**src/rtl/signal_table_sequencer.sv**
```systemverilog
// signal_table_sequencer: plays SignalTable samples to the PWM core and shares the table port with host loads.
// Optional triangle (up/down) playback is built when SEQ_MIRROR_EN is defined; sawtooth otherwise.
module signal_table_sequencer #(
  parameter int unsigned data_width = 8,
  parameter int unsigned addr_width = 7,
  parameter int unsigned data_range = 100,
  parameter int unsigned DIV_WIDTH  = 16
) (
  input  logic                  Clk,
  input  logic                  Rst,
  input  logic                  Start,
  input  logic                  Stop,
  input  logic [DIV_WIDTH-1:0]  StepDiv,
  input  logic                  LoadValid,
  input  logic [addr_width-1:0] LoadAddr,
  input  logic [data_width-1:0] LoadData,
  output logic                  LoadReady,
  output logic                  WR,
  output logic [addr_width-1:0] address,
  output logic [data_width-1:0] dataIn,
  input  logic [data_width-1:0] dataOut,
  output logic [data_width-1:0] Sample,
  output logic                  SampleValid,
  output logic                  Busy,
  output logic                  Wrap
);
  localparam logic [addr_width-1:0] LAST_IDX = addr_width'(data_range - 1);
  localparam logic [DIV_WIDTH-1:0]  ONE      = DIV_WIDTH'(1);

  typedef enum logic [1:0] {IDLE, READ, WAIT, HOLD} state_t;

  state_t                state, state_nxt;
  logic [addr_width-1:0] index, index_adv;
  logic [DIV_WIDTH-1:0]  holdcnt;
  logic                  start_go, abort, load_acc, wrap_hit;

  assign start_go = (state == IDLE) && Start && !Stop;
  assign abort    = (state != IDLE) && Stop;

`ifdef SEQ_MIRROR_EN
  logic dir_down;

  // Direction turns down after emitting the last entry and back up after emitting 0.
  always_ff @(posedge Clk) begin
    if (Rst || start_go || abort) begin
      dir_down <= 1'b0;
    end else if (state == WAIT) begin
      if (index == LAST_IDX) begin
        dir_down <= 1'b1;
      end else if (index == '0) begin
        dir_down <= 1'b0;
      end
    end
  end

  assign index_adv = dir_down ? index - addr_width'(1) : index + addr_width'(1);
  assign wrap_hit  = dir_down && (index == '0);
`else
  assign index_adv = (index == LAST_IDX) ? '0 : index + addr_width'(1);
  assign wrap_hit  = (index == LAST_IDX);
`endif

  always_ff @(posedge Clk) begin
    if (Rst) begin
      state <= IDLE;
    end else begin
      state <= state_nxt;
    end
  end

  always_comb begin
    state_nxt = state;
    case (state)
      IDLE: if (start_go) state_nxt = READ;
      READ: state_nxt = Stop ? IDLE : WAIT;
      WAIT: state_nxt = Stop ? IDLE : HOLD;
      HOLD: begin
        if (Stop) begin
          state_nxt = IDLE;
        end else if (holdcnt <= ONE) begin
          state_nxt = READ;
        end
      end
      default: state_nxt = IDLE;
    endcase
  end

  // Table port: playback owns it in READ/WAIT, host loads get it in IDLE/HOLD.
  always_comb begin
    Busy      = (state != IDLE);
    LoadReady = !Rst && ((state == IDLE) || (state == HOLD));
    load_acc  = LoadValid && LoadReady;
    WR        = 1'b0;
    address   = index;
    dataIn    = '0;
    if (load_acc) begin
      address = LoadAddr;
      dataIn  = LoadData;
      WR      = (32'(LoadAddr) < data_range);
    end
  end

  always_ff @(posedge Clk) begin
    if (Rst) begin
      index       <= '0;
      holdcnt     <= '0;
      Sample      <= '0;
      SampleValid <= 1'b0;
      Wrap        <= 1'b0;
    end else begin
      SampleValid <= 1'b0;
      Wrap        <= 1'b0;
      if (abort) begin
        index <= '0;
      end else begin
        case (state)
          IDLE: if (start_go) index <= '0;
          WAIT: begin
            Sample      <= dataOut;
            SampleValid <= 1'b1;
            Wrap        <= wrap_hit;
            holdcnt     <= (StepDiv == '0) ? ONE : StepDiv;
          end
          HOLD: begin
            holdcnt <= holdcnt - ONE;
            if (holdcnt <= ONE) index <= index_adv;
          end
          default: ;
        endcase
      end
    end
  end
endmodule

```
**config.mk**
```make
export PLATFORM = sky130hd
export DESIGN_NAME = signal_table_sequencer
export DESIGN_NICKNAME = d
export VERILOG_FILES = /design/src/rtl/signal_table_sequencer.sv
export SDC_FILE = /design/constraint.sdc
export NUM_CORES = 1
export LEC_CHECK = 0
export BUFFER_PORTS_ARGS = -buffer_cell sky130_fd_sc_hd__clkbuf_2
export CAP_MARGIN = 15
export CORE_MARGIN = 2
export CORE_UTILIZATION = 55
export CTS_CLUSTER_SIZE = 28
export DETAILED_ROUTE_END_ITERATION = 10
export PLACE_DENSITY = 0.86
export SYNTH_ARGS = -nofsm -noshare
export SYNTH_HDL_FRONTEND = slang
export SYNTH_SLANG_ARGS = --single-unit
```
**constraint.sdc**
```tcl
create_clock -name Clk -period 4.6 [get_ports Clk]
set_input_delay 0 -clock Clk [delete_from_list [all_inputs] [get_ports Clk]]
set_output_delay 0 -clock Clk [all_outputs]
set_load 0.02 [all_outputs]
```
# Yosys cells after proc, flatten, opt, wreduce, memory -nomap -nowiden
# Index checks and enable logic that the tools add are counted.
# classes
n_mux	16
add_sub_neg	2
n_bitwise	2
magnitude_cmp	2
reduce_logical	19
eq_ne	7
# ops
op	count
$pmux 16 s2	1
$mux 7	4
$le 16x1->1 const B	1
$logic_not 16->1	1
$mux 16	1
$sub 16x1->16 const B	1
$pmux 7 s2	1
$mux 2	5
$mux 8	1
$pmux 2 s4	1
$add 7x1->7 const B	1
$eq 7x7->1 const B	1
$lt 7x7->1 const B	1
$reduce_and 2->1	3
$reduce_bool 2->1	3
$logic_and 1x1->1	5
$eq 2x2->1 const B	2
$ne 2x2->1 const B	2
$ne 3x3->1 const B	1
$reduce_and 3->1	1
$reduce_or 3->1	1
$eq 2x1->1 const B	1
$logic_not 1->1	2
$logic_not 2->1	1
other kinds (4)	6
# totals
word_cells	54
out_inout_bits	28
reg_bits	35
input_bits	44

# Depth between registers and ports, before layout
# Gate-level depths: netlist of the first run.
# logic_depth
word_depth	5
mapped_depth	9
depth_no_buf	7

# Least setup slack after synthesis of the first run
# OpenSTA, ideal clock, no wires.
# synth_timing
path_type	register to register
startpoint	register holdcnt[11]
endpoint	register state[0]
setup_time_ns	0.078
path_stages_with_launch	6
arrival_time_ns	1.867
required_ns	4.522
synth_period_minus_slack_ns	1.945
path_slack_ns	2.655
path_buffers	0
cell_sequence	dfxtp_1 -> or3_4 -> or2_2 -> nor4_4 -> mux2_2 -> nor3_1
# synth_via
elab_chain_cells	3
# synth_lines
item	line	text
from (decl)	34	logic [DIV_WIDTH-1:0] holdcnt;
from (signal assigned)	122	holdcnt <= (StepDiv == '0) ? ONE : StepDiv;
from (signal assigned)	125	holdcnt <= holdcnt - ONE;
$le 16x1->1	80	end else if (holdcnt <= ONE) begin
$ne 3x3->1 (no source line)	-	
$reduce_and 2->1 (no source line)	-	
to (signal assigned)	67	state <= state_nxt;
to (decl)	32	state_t state, state_nxt;
# Every way passes these cells.
# A chain may end at the register's enable or synchronous reset.

# Worst setup path after layout of the first run
# layout_timing
startpoint	register state[1]
endpoint	output port address[2]
# layout_via
elab_chain_cells	5
word_cells_on_any_way	6
cone_classes	eq/ne (1); mux (1); reduce/logical (4)
# layout_lines
item	line	text
$eq 2x2->1 / $logic_not 2->1 (equally long branches)	91	LoadReady = !Rst && ((state == IDLE) || (state == HOLD));
$logic_or 1x1->1 *	91	
$logic_and 1x1->1 *	91	
$logic_and 1x1->1 *	92	load_acc = LoadValid && LoadReady;
$mux 7 *	96	if (load_acc) begin
to (decl)	19	output logic [addr_width-1:0] address,
# Mark *: on every way between the ends. The rest lies on a longest branch, timed or not.

==> results of run 1 <==
## kinds of logic (layout without fill, tap and decap cells)
logic type	Yosys count	after routing
DFF	35	35
muxes	11	11
AOI/OAI and AO/OA	87	87
and+or+nand+nor	128	128
buffers and inverters	23	97
adders and majority gates	8	8
## how the worst max path moves through the flow
stage / slack [ns] / to / cells past startpoint / startpoint
after global placement: 2.38 / index[1]$_SDFFE_PP0P_ / 6 / state[1]$_SDFFE_PP0P_
after global routing: 2.03 / address[0] / 6 / state[1]$_SDFFE_PP0P_
after floorplan: 2.66 / state[0]$_SDFFE_PP0P_ / 5 / holdcnt[11]$_SDFFE_PP0P_
final: 2.18 / address[2] / 6 / state[1]$_SDFFE_PP0P_
after CTS: 2.18 / address[5] / 6 / state[1]$_SDFFE_PP0P_
after detailed placement: 2.35 / index[1]$_SDFFE_PP0P_ / 6 / state[1]$_SDFFE_PP0P_
## where the power goes
part           internal (uW)  total [uW]  switching, uW
clock                    106         225            119
sequential               305         307           2.48
combinational           49.1         113           64.4
total                    460         646            186
## sequential cells by signal (all words and copies together), names as in the netlist
signal	count
SampleValid	1
Sample	8
state	2
holdcnt	16
index	7
Wrap	1
## area by class of cell
cell class / count / area share
clock buffers: 6 / 0.0261
clock inverters: 2 / 0.00450
inverters: 9 / 0.0122
multi-input cells: 234 / 0.523
flip-flops and latches: 35 / 0.252
well taps: 50 / 0.0225
repair buffers: 80 / 0.159
## timing repair
| action | in CTS | in global routing |
|---|---|---|
| buffers inserted | 0 | 0 |
| hold endpoints to repair | 8 | 0 |
| hold buffers | 8 | 0 |
| gates resized for setup | 0 | 0 |
## Yosys cell counts (all sizes together), types with 2 or more instances
cell type  number
a211oi          2
a21o            4
a21oi          28
a22oi           3
a31oi           4
and2            2
and3           14
buf             2
clkbuf         12
dfxtp          35
ha              8
inv             9
mux2           10
nand2          33
nand2b          3
nand3           9
nand3b          3
nand4           3
nor2           23
nor2b           5
nor3           12
nor3b           2
nor4           10
o211ai          2
o21a            2
o21ai          21
o21bai          2
o2bb2ai         2
o311ai          2
o31ai           6
or3             4
or4             3
## routing by layer
layer	share of wire	GRT usage	up-vias	wire, um
li1	-	-	1227	-
met3	0.069	0.0658	14	415
met2	0.48	0.445	107	2890
met4	0.019	0.120	0	114
met1	0.43	0.336	1130	2600
met5	0	0	-	0
## tightest hold or removal path, delay by kind of cell
family                 cells  cell delay, ns
AOI/OAI and AO/OA          2            0.15
buffers and inverters      1            0.09
and+or+nand+nor            1            0.06
## stage by stage
| step | std cells | util |
|---|---|---|
| after floorplan | 292 | - |
| after global placement | 400 | 0.658 |
| after detailed placement | 400 | 0.658 |
| after CTS | 416 | 0.700 |
| after global routing | 416 | 0.700 |
| final | 416 | 0.700 |
==> impl_metrics.tcl, run 1 <==
set metrics [dict create \
    cts_tree "yes" \
    yosys_warnings 0 \
    die_height_um 67.9 \
    yosysTopAreaCellShare 0.313 \
    ys_seq_elements 35 \
    required_ns 4.60 \
    period_minus_slack_ns 2.42 \
    async_flop_share 0 \
    final_common_cell "clkbuf_2" \
    numCtsBuffers 5 \
    num_rows 23 \
    root_buffer "clkbuf_8" \
    cp_max_fo 11 \
    wl_per_cell_um 14.5 \
    area_growth_pct 24.0 \
    synth-compound-area-share 0.244 \
    avgSynthCellArea_um2 7.68 \
    reg2reg_from "state[1]$_SDFFE_PP0P_" \
    min-delay-start "StepDiv[4]" \
    pin_count 72 \
    cp_cell_sequence "inv_1 -> ha_1 -> nor2_1 -> and2_1 -> mux2_2 -> clkbuf_2" \
    hold_viol 0 \
    finalHoldWorstSlack_ns 0.0437 \
    diodes 0 \
    r2r-end "index[4]$_SDFFE_PP0P_" \
    dieArea_um2 4600 \
    antenna_found_initial 0 \
    place_congestion 0.895 \
    synth_top_family_by_area "simple AND/OR/NAND/NOR gates" \
    hold_path_class "in -> reg" \
    first_global_vias 2158 \
    drcViolationCount 2 \
    clkTransAtPathRegs_ns 0.08 \
    critPathTopFamily "simple AND/OR/NAND/NOR gates" \
    cts_num_sinks 35 \
    synth_fa_ha_area_frac 0.0446 \
    period_share 0.526 \
    syn_area_um2 2240 \
    drv_cap 0 \
    multi_input_area_um2 1460 \
    synth.net_count 344 \
    tightest_slew_ns 1.05 \
    portBuffers 71 \
    synthFlopType "dfxtp_1" \
    finalWirelength_um 6010 \
    setup_ws_ns 2.18 \
    ant_nets 0 \
    coreArea_um2 3970 \
    via_per_inst 5.96 \
    drv_slew 0 \
    regArea_um2 701 \
    leakage_uw 0.00124 \
    drtPass1Iterations 7 \
    rsz0062_at_grt "no" \
    fill_cells 352 \
    max_freq_mhz 414 \
    clock_path_buffers 2 \
    htree_levels 2 \
    stdcell_area_um2 2780 \
    drive_above_1_share 0.265 \
    clock-skew-final_ns 0.00729 \
    synth_edf_count 0 \
    r2r_cells 7 \
    synthTopCellsByArea "dfxtp_1 (31%), a21oi_1 (6.3%), nand2_1 (5.5%), mux2_2 (5.0%), ha_1 (4.5%)" \
    power_uw 646 \
    hold_depth 4 \
    r2r_slack_ns 2.26 \
    hold_end "holdcnt[4]$_SDFFE_PP0P_" \
    cp-end-kind "primary output" \
    track_usage 0.271 \
    critPathArrivalTime_ns 2.42 \
    max_stage_delay_ns 0.45 \
    setup_viol_count_final 0 \
    synth-simple-area-share 0.306 \
    grt_start_max_net_pins 32 \
    finalNetCount 417 \
    power_density_nw_per_um2 232 \
    violations "design-rule violations" \
    final_cell_mix "clkbuf_2 (71), dfxtp_1 (35), nand2_1 (33)" \
    clk_latency_ns 0.29 \
    synth_xor_area_frac 0 \
    grt-ovfl-total 0 \
    status "finished with violations" \
    ys_seq_area_frac 0.313 \
    post-place-ws_ns 2.35 \
    place_area_um2 2620 \
    ys_types 50 \
    fin_tns_setup_ns 0 \
    drtIter0Drc 237 \
    ir_drop_mv 0.120 \
    path_buf_inv 2 \
    synthMuxAreaShare 0.0547 \
    critical_path_class "reg -> out" \
    die_x_um 67.9 \
    yosysTopAreaCell "dfxtp_1" \
    relSlewSlack 0.295 \
    vias 2478 \
    hpwl_um 4280 \
    startpoint_type "register" \
    netlist_instances 292 \
    initial_core_util 0.565 \
    critPathSlowestCell "dfxtp_1" \
    grt_pass1_wl_um 9490 \
]
No activity file was read; power rests on OpenSTA's default activity.
==> run 2: changes to the inputs <==
CORE_UTILIZATION = 46   (was 55)
PLACE_DENSITY = 0.77   (was 0.86)
clock period = 2.2 ns   (was 4.6 ns; I/O delays follow)
==> run 2 against run 1 <==
Effect of this change:
- the run now ends clean
- total power grew 110%
- clock skew increased by 0.0043 ns
- combinational power rose by 120%
- hold slack lost 0.0061 ns
- critical path depth is the same
- clock power is 93% higher
- setup slack worse by 2.0 ns
- critical endpoint is now address[6]
- highest routed layer unchanged
==> impl_metrics.tcl, run 2 (synthesis results as in run 1) <==
set metrics [dict create \
    status "completed" \
    comb_power_share 0.187 \
    hpwl_um 4530 \
    grt_pass1_wl_um 10100 \
    grt.busiest_layer "met2" \
    clock_path_buffers 2 \
    htree_levels 2 \
    grt_start_max_net_pins 21 \
    leakage_uw 0.00128 \
    critical_path_class "reg -> out" \
    clk_latency_ns 0.29 \
    initial_core_util 0.475 \
    clock-skew-final_ns 0.0116 \
    finalNetCount 428 \
    critPathArrivalTime_ns 2.05 \
    period_minus_slack_ns 2.05 \
    dieArea_um2 5450 \
    cp_max_fo 7 \
    cts_tree "yes" \
    grt_util_met3 0.0466 \
    ir_drop_mv 0.231 \
    relSlewSlack 0.668 \
    cts_setup_buffers 0 \
    clkTransAtPathRegs_ns 0.07 \
    rsz0062_at_grt "no" \
    pin_count 72 \
    internal_power_uw 961 \
    p_sw_frac 0.275 \
    via_per_inst 5.61 \
    root_buffer "clkbuf_8" \
    power.switching_uw 364 \
    die_height_um 73.8 \
    wl_per_cell_um 14.0 \
    numCtsBuffers 5 \
    vias 2481 \
    hold_path_class "in -> reg" \
    first_global_vias 2178 \
    hold_viol 0 \
    ant_nets 0 \
    num_rows 25 \
    drtPass1Iterations 4 \
    use_met2 0.381 \
    startpoint_type "register" \
    drtIter0Drc 234 \
    met1_usage 0.312 \
    antenna_found_initial 0 \
    coreArea_um2 4720 \
    largestRegisters "holdcnt (16), Sample (8), index (7)" \
    cp-end-kind "primary output" \
    tightest_slew_ns 0.493 \
    regMostFlops "holdcnt" \
    place_congestion 0.906 \
    required_ns 2.20 \
    drv_slew 0 \
    max_freq_mhz 488 \
    final_common_cell "clkbuf_2" \
    grt-ovfl-total 0 \
    setup_viol_count_final 0 \
    diodes 0 \
    clockPowerShare 0.327 \
    drv_cap 0 \
    utilization 0.608 \
    area_growth_pct 28.1 \
    largest_reg_flops 16 \
    die_x_um 73.8 \
    drive_above_1_share 0.285 \
    seqPwrFrac 0.485 \
    final_cell_mix "clkbuf_2 (71), dfxtp_1 (35), nand2_1 (33)" \
    finalHoldWorstSlack_ns 0.0377 \
    finalWirelength_um 6200 \
    fin_tns_setup_ns 0 \
    power_density_nw_per_um2 461 \
    period_share 0.932 \
    drcViolationCount 0 \
    cts_num_sinks 35 \
    track_usage 0.237 \
    portBuffers 71 \
]
-- run 2: changes by cell type in the layout (fill, tap and decap cells not counted) --
cell and change:
buf_4 +11, and2_1 -1, and2_2 +1, clkinv_2 -1, clkinvlp_4 -1
-- run 2: power groups by stage --
stage	clock, uW	combinational, uW	sequential (uW)
after CTS	441	247	643
final	434	248	643
after floorplan	0	138	657
after global placement	0	233	657
after detailed placement	0	234	658
after global routing	465	272	644
-- run 2: layer usage --
| layer | part of all wire | wire length (um) | vias to the layer above |
|---|---|---|---|
| li1 | - | - | 1252 |
| met1 | 0.45 | 2790 | 1123 |
| met2 | 0.46 | 2870 | 98 |
| met3 | 0.067 | 413 | 8 |
| met4 | 0.018 | 113 | 0 |
| met5 | 0 | 0 | - |
-- run 2: area by class of cell --
| cell class | instances | area, um2 |
|---|---|---|
| multi-input cells | 234 | 1460 |
| inverters | 9 | 33.8 |
| flip-flops and latches | 35 | 701 |
| clock buffers | 6 | 72.6 |
| fillers | 413 | 1850 |
| well taps | 67 | 83.8 |
| repair buffers | 91 | 526 |
-- run 2: stage by stage --
stage	instance area, um2	instances	worst slack (ns)	power [uW]
4_1_cts	2870	442	0.0548	1330
3_3_place_gp	2720	428	0.265	890
5_1_grt	2870	442	0.0368	1380
6_report	2870	442	0.149	1330
2_1_floorplan	2240	292	0.255	796
3_5_place_dp	2720	428	0.205	892
-- run 2: worst paths after layout --
| check | end | slack [ns] | cells after the start | start |
|---|---|---|---|---|
| worst max-delay path | address[6] | 0.15 | 6 | state[1]$_SDFFE_PP0P_ |
| worst min-delay path | Sample[1]$_SDFFE_PP0P_ | 0.04 | 2 | Rst |
| worst max register to register | index[3]$_SDFFE_PP0P_ | 0.15 | 6 | holdcnt[11]$_SDFFE_PP0P_ |
| worst min register to register | Sample[2]$_SDFFE_PP0P_ | 0.45 | 2 | Sample[2]$_SDFFE_PP0P_ |
-- run 2: worst max-delay path, cell delays in order (launching register included) --
cell	delay, ns
dfxtp_1	0.44
inv_1	0.12
ha_1	0.28
nor2_1	0.16
and2_2	0.26
mux2_2	0.35
clkbuf_2	0.15
-- run 2: what timing repair did --
action	CTS	global route
resized for setup	0	1
endpoints found under the setup margin	0	7
endpoints found under the hold margin	8	0
hold buffers	8	0
